`src/rtl/add_share_pkg.sv`:
```
// -----------------------------------------------------------------------------
// add_share_pkg
//   Shared constants, the result-slot state encoding and a one-hot to index
//   helper for the shared-adder controller.
//
//   Contents:
//     ADD_W    operand / result width (32)
//     MAX_REQ  largest supported requester count (4)
//     ID_W     requester index width (2)
//     state_e  result slot state: EMPTY (no result held) / FULL (result held)
//     onehot_to_idx()  converts a one-hot grant vector to its index
// -----------------------------------------------------------------------------
package add_share_pkg;

  localparam int ADD_W   = 32;
  localparam int MAX_REQ = 4;
  localparam int ID_W    = 2;

  typedef enum logic {
    EMPTY = 1'b0,
    FULL  = 1'b1
  } state_e;

  // Returns the position of the set bit; an all-zero vector maps to 0.
  function automatic logic [ID_W-1:0] onehot_to_idx(input logic [MAX_REQ-1:0] oh);
    logic [ID_W-1:0] idx;
    idx = '0;
    for (int i = 0; i < MAX_REQ; i++) begin
      if (oh[i]) idx = ID_W'(i);
    end
    return idx;
  endfunction

endpackage

```
`src/rtl/add_share_adder.sv`:
```
// -----------------------------------------------------------------------------
// add_share_adder
//   Plain combinational 32-bit adder. The carry out is discarded, so the sum
//   wraps modulo 2^32.
//
//   Ports:
//     a    in   ADD_W  operand A
//     b    in   ADD_W  operand B
//     sum  out  ADD_W  a + b modulo 2^ADD_W
// -----------------------------------------------------------------------------
module add_share_adder
  import add_share_pkg::*;
(
  input  logic [ADD_W-1:0] a,
  input  logic [ADD_W-1:0] b,
  output logic [ADD_W-1:0] sum
);

  assign sum = a + b;

endmodule

```
`src/rtl/add_share_arb.sv`:
```
// -----------------------------------------------------------------------------
// add_share_arb
//   Picks at most one requester to use the shared adder. No requester is
//   granted while the result slot is occupied and not being drained.
//
//   Configuration macro: ADD_SHARE_RR_EN
//     defined   -> round-robin; the search starts at pointer+1 mod NUM_REQ
//     undefined -> fixed priority, lowest index wins (no pointer port)
//
//   Ports:
//     req_valid  in   NUM_REQ  per-requester operation valid
//     slot_free  in   1        result slot can accept a new result this cycle
//     pointer    in   ID_W     last granted index (round-robin build only)
//     grant      out  NUM_REQ  one-hot or zero grant
// -----------------------------------------------------------------------------
module add_share_arb
  import add_share_pkg::*;
#(
  parameter int NUM_REQ = 2
) (
  input  logic [NUM_REQ-1:0] req_valid,
  input  logic               slot_free,
`ifdef ADD_SHARE_RR_EN
  input  logic [ID_W-1:0]    pointer,
`endif
  output logic [NUM_REQ-1:0] grant
);

`ifdef ADD_SHARE_RR_EN
  logic found;

  // NOTE: every variable written in always_comb gets a default first; a path
  // that leaves one unassigned would infer a latch.
  always_comb begin
    grant = '0;
    found = 1'b0;
    // Walk the requesters in order pointer+1, pointer+2, ... wrapping; the
    // first valid one seen wins.
    for (int k = 1; k <= NUM_REQ; k++) begin
      for (int i = 0; i < NUM_REQ; i++) begin
        if (!found && req_valid[i] && (i == (int'(pointer) + k) % NUM_REQ)) begin
          grant[i] = 1'b1;
          found    = 1'b1;
        end
      end
    end
    if (!slot_free) grant = '0;
  end
`else
  // Isolate the lowest set bit: x & -x.
  assign grant = slot_free ? (req_valid & (~req_valid + NUM_REQ'(1))) : '0;
`endif

endmodule

```
`src/rtl/add_share_ctrl.sv`:
```
// -----------------------------------------------------------------------------
// add_share_ctrl
//   Shares one 32-bit adder between NUM_REQ requesters. A granted operand pair
//   is summed and captured in a single result register (latency 1); a new
//   grant may coincide with the result being drained, giving one op/cycle.
//
//   Configuration macro: ADD_SHARE_RR_EN (round-robin arbitration when
//   defined, fixed lowest-index priority otherwise).
//
//   Ports:
//     clk        in   1            clock, all state on rising edge
//     rst_n      in   1            asynchronous active-low reset
//     req_valid  in   NUM_REQ      per-requester operation valid
//     req_ready  out  NUM_REQ      per-requester grant, one-hot or zero
//     req_a      in   32*NUM_REQ   operand A, requester i at [32i+31:32i]
//     req_b      in   32*NUM_REQ   operand B, same packing
//     rsp_valid  out  1            result register holds an unconsumed result
//     rsp_ready  in   1            consumer accepts the result
//     rsp_data   out  32           registered sum modulo 2^32
//     rsp_id     out  2            requester that owns rsp_data
// -----------------------------------------------------------------------------
module add_share_ctrl
  import add_share_pkg::*;
#(
  parameter int NUM_REQ = 2
) (
  input  logic                     clk,
  input  logic                     rst_n,
  input  logic [NUM_REQ-1:0]       req_valid,
  output logic [NUM_REQ-1:0]       req_ready,
  input  logic [ADD_W*NUM_REQ-1:0] req_a,
  input  logic [ADD_W*NUM_REQ-1:0] req_b,
  output logic                     rsp_valid,
  input  logic                     rsp_ready,
  output logic [ADD_W-1:0]         rsp_data,
  output logic [ID_W-1:0]          rsp_id
);

  state_e              state_q, state_d;
  logic                slot_free;
  logic [NUM_REQ-1:0]  grant;
  logic                grant_any;
  logic [ID_W-1:0]     grant_idx;
  logic [ADD_W-1:0]    sel_a, sel_b, sum;

  assign rsp_valid = (state_q == FULL);

  // Gating with rst_n keeps req_ready low for the whole reset, even though
  // the slot reads as empty then.
  assign slot_free = rst_n & (~rsp_valid | rsp_ready);

  // ---------------------------------------------------------------------------
  // Arbitration
  // ---------------------------------------------------------------------------
`ifdef ADD_SHARE_RR_EN
  logic [ID_W-1:0] rr_ptr;

  // Reset value NUM_REQ-1 makes requester 0 the first one searched.
  always_ff @(posedge clk or negedge rst_n) begin
    if (!rst_n)         rr_ptr <= ID_W'(NUM_REQ - 1);
    else if (grant_any) rr_ptr <= grant_idx;
  end

  add_share_arb #(.NUM_REQ(NUM_REQ)) u_arb (
    .req_valid (req_valid),
    .slot_free (slot_free),
    .pointer   (rr_ptr),
    .grant     (grant)
  );
`else
  add_share_arb #(.NUM_REQ(NUM_REQ)) u_arb (
    .req_valid (req_valid),
    .slot_free (slot_free),
    .grant     (grant)
  );
`endif

  assign req_ready = grant;
  assign grant_any = |grant;
  assign grant_idx = onehot_to_idx(MAX_REQ'(grant));

  // ---------------------------------------------------------------------------
  // Operand select and shared adder
  // ---------------------------------------------------------------------------
  always_comb begin
    sel_a = '0;
    sel_b = '0;
    for (int i = 0; i < NUM_REQ; i++) begin
      if (grant[i]) begin
        sel_a = req_a[ADD_W*i +: ADD_W];
        sel_b = req_b[ADD_W*i +: ADD_W];
      end
    end
  end

  add_share_adder u_adder (
    .a   (sel_a),
    .b   (sel_b),
    .sum (sum)
  );

  // ---------------------------------------------------------------------------
  // Result slot FSM
  // ---------------------------------------------------------------------------
  always_comb begin
    state_d = state_q;
    case (state_q)
      EMPTY: if (grant_any) state_d = FULL;
      FULL: begin
        // A grant only happens here when rsp_ready drains the old result in
        // the same cycle, so the slot stays FULL with the new sum.
        if (grant_any)      state_d = FULL;
        else if (rsp_ready) state_d = EMPTY;
      end
      default: state_d = EMPTY;
    endcase
  end

  // NOTE: sequential state uses non-blocking assignments so every register
  // samples its inputs at the same edge regardless of statement order.
  always_ff @(posedge clk or negedge rst_n) begin
    if (!rst_n) begin
      state_q  <= EMPTY;
      rsp_data <= '0;
      rsp_id   <= '0;
    end else begin
      state_q <= state_d;
      if (grant_any) begin
        rsp_data <= sum;
        rsp_id   <= grant_idx;
      end
    end
  end

endmodule

```
`config.mk`:
```
export PLATFORM = sky130hd
export DESIGN_NAME = add_share_ctrl
export DESIGN_NICKNAME = d
export VERILOG_FILES = /design/src/rtl/add_share_pkg.sv /design/src/rtl/add_share_adder.sv /design/src/rtl/add_share_arb.sv /design/src/rtl/add_share_ctrl.sv
export SDC_FILE = /design/constraint.sdc
export NUM_CORES = 1
export LEC_CHECK = 0
export ABC_CLOCK_PERIOD_IN_PS = 3400
export BUFFER_PORTS_ARGS = -buffer_cell sky130_fd_sc_hd__buf_2
export CORE_MARGIN = 5
export CORE_UTILIZATION = 44
export CTS_CLUSTER_DIAMETER = 50
export DETAILED_ROUTE_END_ITERATION = 12
export GPL_TIMING_DRIVEN = 1
export PLACE_DENSITY_LB_ADDON = 0.3
export SYNTH_ARGS = -nofsm -noshare
export SYNTH_HDL_FRONTEND = slang
export SYNTH_SLANG_ARGS = --single-unit
```
`constraint.sdc`:
```
create_clock -name clk -period 3.4 [get_ports clk]
set_input_delay 0.17 -clock clk [delete_from_list [all_inputs] [get_ports clk]]
set_output_delay 0.17 -clock clk [all_outputs]
set_load 0.05 [all_outputs]
```
# ---- Yosys cells after proc, flatten, opt, wreduce, memory -nomap -nowiden
# Index checks and enable logic that the tools add are counted.
dict set report classes {
  n_addsub 2
  muxes 10
  n_bitwise 5
  reduce_logical 1
}
# op count
set ops {}
lappend ops {{32-bit two-way mux} 4}
lappend ops {{32-bit adder} 1}
lappend ops {{1-bit two-way mux} 4}
lappend ops {{2-bit by 1-bit adder with 2-bit output, second input constant} 1}
lappend ops {{2-bit AND} 1}
lappend ops {{2-bit two-way mux} 1}
lappend ops {{2-bit NOT} 1}
lappend ops {{1-bit one-hot mux with 2 select lines} 1}
lappend ops {{2-bit OR reduction} 1}
lappend ops {{1-bit AND} 1}
lappend ops {{1-bit NOT} 1}
lappend ops {{1-bit bitwise OR} 1}
dict set report word_totals {
  register_bits 35
  output_inout_bits 37
  wordCells 21
}

# ---- Longest topological paths before layout
dict set report depth {
  ltp_word 7
  mapped_depth 15
}

# ---- Modules after synthesis
# From an unflattened synthesis, not the netlist that was laid out.
dict set report unflattened {
  hier_cells 384
  hier_area_um2 3651.0
}
# mod instances cells_each area_per_inst_um2 seq_area_each_um2
set by_module_without_submodules {}
lappend by_module_without_submodules {add_share_ctrl 1 161 2033.2 850.8}
lappend by_module_without_submodules {add_share_adder 1 221 1601.5 0.0}
lappend by_module_without_submodules {add_share_arb 1 2 16.3 0.0}

# ---- Worst setup path after synthesis
# No wires, ideal clock.
dict set report synth_path {
  path_kind {reg2reg}
  start {reg state_q, in the netlist rsp_valid}
  end {reg rsp_data[28]}
  setup_ns 0.120
  arrival_ns 3.857
  required_ns 3.280
  setup_slack_ns -0.576
  stages_incl_launch_ff 15
  path_buffers 3
  period_less_slack_ns 3.976
  path_cell_list {dfrtp_1 nand2b_1 clkbuf_1 and3_1 clkbuf_1 clkbuf_1 a22o_1 ha_1 a21o_1 a21oi_2 nor4b_2 a211o_1 a21oi_1 or3_1 a31o_1}
}
dict set report synth_via {
  elab_chain_cells 7
  elab_cells_between_ends 10
  cone_classes {add/sub: 1; mux: 5; bitwise: 3; reduce/logical: 1}
}
# element line_no
set synth_rtl {}
lappend synth_rtl {{from (decl)} add_share_ctrl.sv:39} ;# state_e state_q, state_d;
lappend synth_rtl {{from (signal assigned)} add_share_ctrl.sv:127} ;# state_q <= state_d;
lappend synth_rtl {{1-bit NOT *} --}
lappend synth_rtl {{1-bit bitwise OR *} add_share_ctrl.sv:50} ;# assign slot_free = rst_n & (~rsp_valid | rsp_ready);
lappend synth_rtl {{1-bit AND *} add_share_ctrl.sv:50}
lappend synth_rtl {{2-bit two-way mux *} add_share_arb.sv:51} ;# assign grant = slot_free ? (req_valid & (~req_valid + NUM_REQ'(1))) : '0;
lappend synth_rtl {{via req_ready[0]} add_share_ctrl.sv:30} ;# output logic [NUM_REQ-1:0] req_ready,
lappend synth_rtl {{32-bit two-way mux (2 in series)} add_share_ctrl.sv:89} ;# if (grant[i]) begin
lappend synth_rtl {{32-bit adder} add_share_adder.sv:19} ;# assign sum = a + b;
lappend synth_rtl {{to (signal assigned)} add_share_ctrl.sv:129} ;# rsp_data <= sum;
lappend synth_rtl {{to (decl)} add_share_ctrl.sv:35} ;# output logic [ADD_W-1:0] rsp_data,
# Mark *: on every way through the listed nets, which the timed path passes. The rest lies on a longest branch.
# A chain may end at the register's enable or synchronous reset.

# ---- Worst setup path in the final report
dict set report layout_path {
  start {reg state_q, in the netlist rsp_valid}
  end {reg rsp_data[26]}
}
dict set report layout_via {
  elab_chain_cells 7
  elab_cells_between_ends 10
  cone_classes {add/sub: 1; mux: 5; bitwise: 3; reduce/logical: 1}
}
# element line_no
set layout_rtl {}
lappend layout_rtl {{1-bit NOT *} --}
lappend layout_rtl {{1-bit bitwise OR *} add_share_ctrl.sv:50}
lappend layout_rtl {{1-bit AND *} add_share_ctrl.sv:50}
lappend layout_rtl {{2-bit two-way mux *} add_share_arb.sv:51}
lappend layout_rtl {{32-bit two-way mux (2 in series)} add_share_ctrl.sv:89}
lappend layout_rtl {{32-bit adder} add_share_adder.sv:19}
# Mark *: on every way between the ends. The rest lies on a longest branch, timed or not.

==> summary.txt <==
LAYOUT
--------------------------------------------------------------------------------------
Final layout net count                                                             785
Synth-to-layout area growth                                                      28.7%
Commonest cells after routing, fill and taps aside                        buf_2 (168), nand2_1 (66), a22o_1 (62), o21ai_0 (36), dfrtp_1 (33)
Proportion of layout cells with a drive suffix above 1                           34.0%
Core utilization of the finished layout                                          58.4%
Final instance area                                                         4850 sq um
Antenna cell count                                                                   0
Most common library cell in the layout ignoring fill and taps                    buf_2

GLOBAL ROUTE
--------------------------------------------------------------------------------------
Antenna violations before repair                                                     0
Number of global-route vias before repair                                        3,930
Wire length of the first global-routing pass                              18,100 microns
Global routing usage summed across all routing layers                            20.9%
GR Overflow Total                                                                    0
Pin count of the biggest net entering global routing                                44

WORST SETUP PATH
--------------------------------------------------------------------------------------
Required time of the critical path                                             3.58 ns
Type of element launching the critical path                                   register
Critical path endpoint category                                               register
Crit Path Max Fanout                                                                38
Worst path arrival time                                                        3.44 ns
Length in cells of the worst reg-to-reg path                                        13
Worst Setup Path Type                                                          reg2reg

HOLD PATH
--------------------------------------------------------------------------------------
Tightest Hold Check Type                                                      in2async

TIMING
--------------------------------------------------------------------------------------
Setup Total Neg Slack                                                             0 ns
Finish-stage setup viols                                                             0
Tightest slew margin relative to the limit                                       33.7%
Final-report hold violation count                                                   34
Slew at the pin closest to its max-slew limit                                 0.989 ns
Achievable clock frequency                                                     306 MHz
Final hold slack                                                            -0.0208 ns
Share of the cycle needed by the critical path after routing                     96.0%
RSZ-0062 raised after global routing                                               yes
Final critical path time including I/O delays and setup                        3.26 ns
Layout Skew                                                                 0.00179 ns
Max-slew violations                                                                  0

POWER
--------------------------------------------------------------------------------------
Total power after layout                                                       1.71 mW
Power Density                                                              353 nW/um^2
Cell leakage power                                                             2.51 nW
Worst vdd rail ir drop                                                        0.167 mV

CLOCKING
--------------------------------------------------------------------------------------
H-Tree Depth                                                                         2
Longest Clk Path Bufs                                                                2
CTS tree                                                                         built
Hold-fix buffers at CTS                                                              0
Clock buffers created by TritonCTS                                                   5
Number of instances resized during post-cts repair                                   0
Post CTS Setup Buffer Count                                                          0
Clock insertion delay at the later pin of the skew report                      0.29 ns
Sinks on the clock net                                                              34
Cell at the root of the clock tree                                            clkbuf_8
Clock-pin slew of the registers on the worst-case setup and hold paths         0.07 ns

SYNTH
--------------------------------------------------------------------------------------
Largest cells by area after synthesis                                     dfrtp_1 (23%), a22o_1 (14%), ha_1 (10%), nand2_1 (6.6%), o21ai_0 (4.8%)
Yosys cell types                                                                    56
Number of synthesized flops with an enable pin                                       0
Syn Nets                                                                           631
Average footprint of a synthesized cell                                     8.09 sq um
Combined area of all synthesized cells                                      3770 sq um
Area share of the leading cell type in the synthesized netlist                   22.6%
Async S/R FF share, synth                                                         100%
Ys flop type                                                                   dfrtp_1
Seq/Total Area, Yosys                                                            22.6%
YS warnings                                                                          0
Post-synthesis register bit count                                                   34
Cell taking the most area after synthesis                                      dfrtp_1
Number of cells produced by synthesis                                              466

FLOORPLAN
--------------------------------------------------------------------------------------
Core region area                                                            8300 sq um
Vertical extent of the die                                                 103 microns
Row Count                                                                           33
X dimension of the die                                                     103 microns
Floorplan die area                                                        10,500 sq um
Initial Utilization                                                              45.4%
Number of primary I/O pins                                                         170

DETAILED ROUTING
--------------------------------------------------------------------------------------
Remaining design rule violation count                                                0
Routed wire per std cell                                                  15.4 microns
Iteration count of the initial detailed-routing pass                                 4
Number of DRC markers in iteration 0                                               117
Vias after detailed routing                                                      4,093
Post-Route WL                                                             11,200 microns
Number of vias per cell after detailed routing                                    5.64
Routed Antenna Nets                                                                  0

PLACED DESIGN
--------------------------------------------------------------------------------------
Count of buffers from port buffering                                               168
Cell area after placement                                                   4750 sq um
Detailed-placement wirelength estimate                                    9220 microns
Weighted congestion reported at the end of routability-driven placement          0.898

STATUS
--------------------------------------------------------------------------------------
Violations in the final reports                                           negative hold slack
Outcome                                                                   finished with violations

RUN
--------------------------------------------------------------------------------------
Max_cap viols                                                                        0

## worst paths after layout
path	startpoint	end	slack, ns
max	rsp_valid	rsp_data[26]	0.14
min	rst_n	rsp_data[4]	-0.02
max reg2reg	rsp_valid	rsp_data[26]	0.14
min reg2reg	rsp_data[0]	rsp_data[0]	0.47
max in group asynchronous	rst_n	rsp_valid	3.05
min in group clk	req_valid[1]	rsp_id[0]	0.29
## synth_stat cells, types with 4 or more instances
| library cell | n |
|---|---|
| nand2_1 | 66 |
| a22o_1 | 62 |
| o21ai_0 | 36 |
| dfrtp_1 | 34 |
| a21oi_1 | 31 |
| ha_1 | 31 |
| nor2_1 | 22 |
| clkbuf_1 | 21 |
| a21o_1 | 16 |
| xnor2_1 | 13 |
| nand4_1 | 11 |
| buf_2 | 9 |
| xor2_1 | 9 |
| o21a_1 | 7 |
| and3_1 | 6 |
| inv_1 | 5 |
| nand3_1 | 4 |
| o21bai_1 | 4 |
| o31ai_1 | 4 |
## sequential cells by signal, summed over array words and instances, names as in the netlist
register,flops
rsp_id,1
rsp_data,32
rsp_valid,1
## cells by family after synthesis
| logic type | after synthesis | synth area share [%] |
|---|---|---|
| buffers and inverters | 41 | 4.95 |
| and+or+nand+nor | 130 | 15.9 |
| muxes | 2 | 0.531 |
| adders and majority gates | 32 | 10.8 |
| xor gates and xnor gates | 22 | 5.11 |
| other | 1 | 0.0995 |
| AOI/OAI and AO/OA | 204 | 40.0 |
| DFF | 34 | 22.6 |
## critical path, stage by stage, from the launching register on
cell and delay, ns:
dfrtp_2 0.40, nand2b_1 0.12, nand3_1 0.17, nor2_4 0.20, buf_12 0.21, a22o_1 0.15, ha_1 0.28, o21ai_0 0.29
o21bai_2 0.19, o211ai_2 0.18, nand3_2 0.16, a211oi_4 0.40, nor4_1 0.10, a211o_1 0.30
## where the power goes
group | internal (mW) | switching (mW)
registers | 0.482 | 0.0442
clock network | 0.164 | 0.154
logic | 0.280 | 0.587
## metrics by stage
stage               instances  worst slack, ns
finish                    726            0.135
global route              726         -0.00325
CTS                       726            0.162
detailed placement        718            0.168
global placement          718            0.291
floorplan                 466          0.00980
## cell type report
class,count,area (sq um)
fill,770,3450
tap,105,131
clock inverter,1,5.00
timing repair buffer,183,982
multi-input combinational,391,2770
sequential,34,852
inverter,5,18.8
clock buffer,7,86.3
## routing by layer
layer  global-route usage (%)  routed length, microns  vias up
met1                     29.9                    5090     1863
met2                     34.0                    5320      144
li1                         -                       -     2076
met3                     2.10                     700       10
met5                        0                       0        -
met4                     4.44                     105        0
Note: power is estimated with default switching activity, not from simulation.
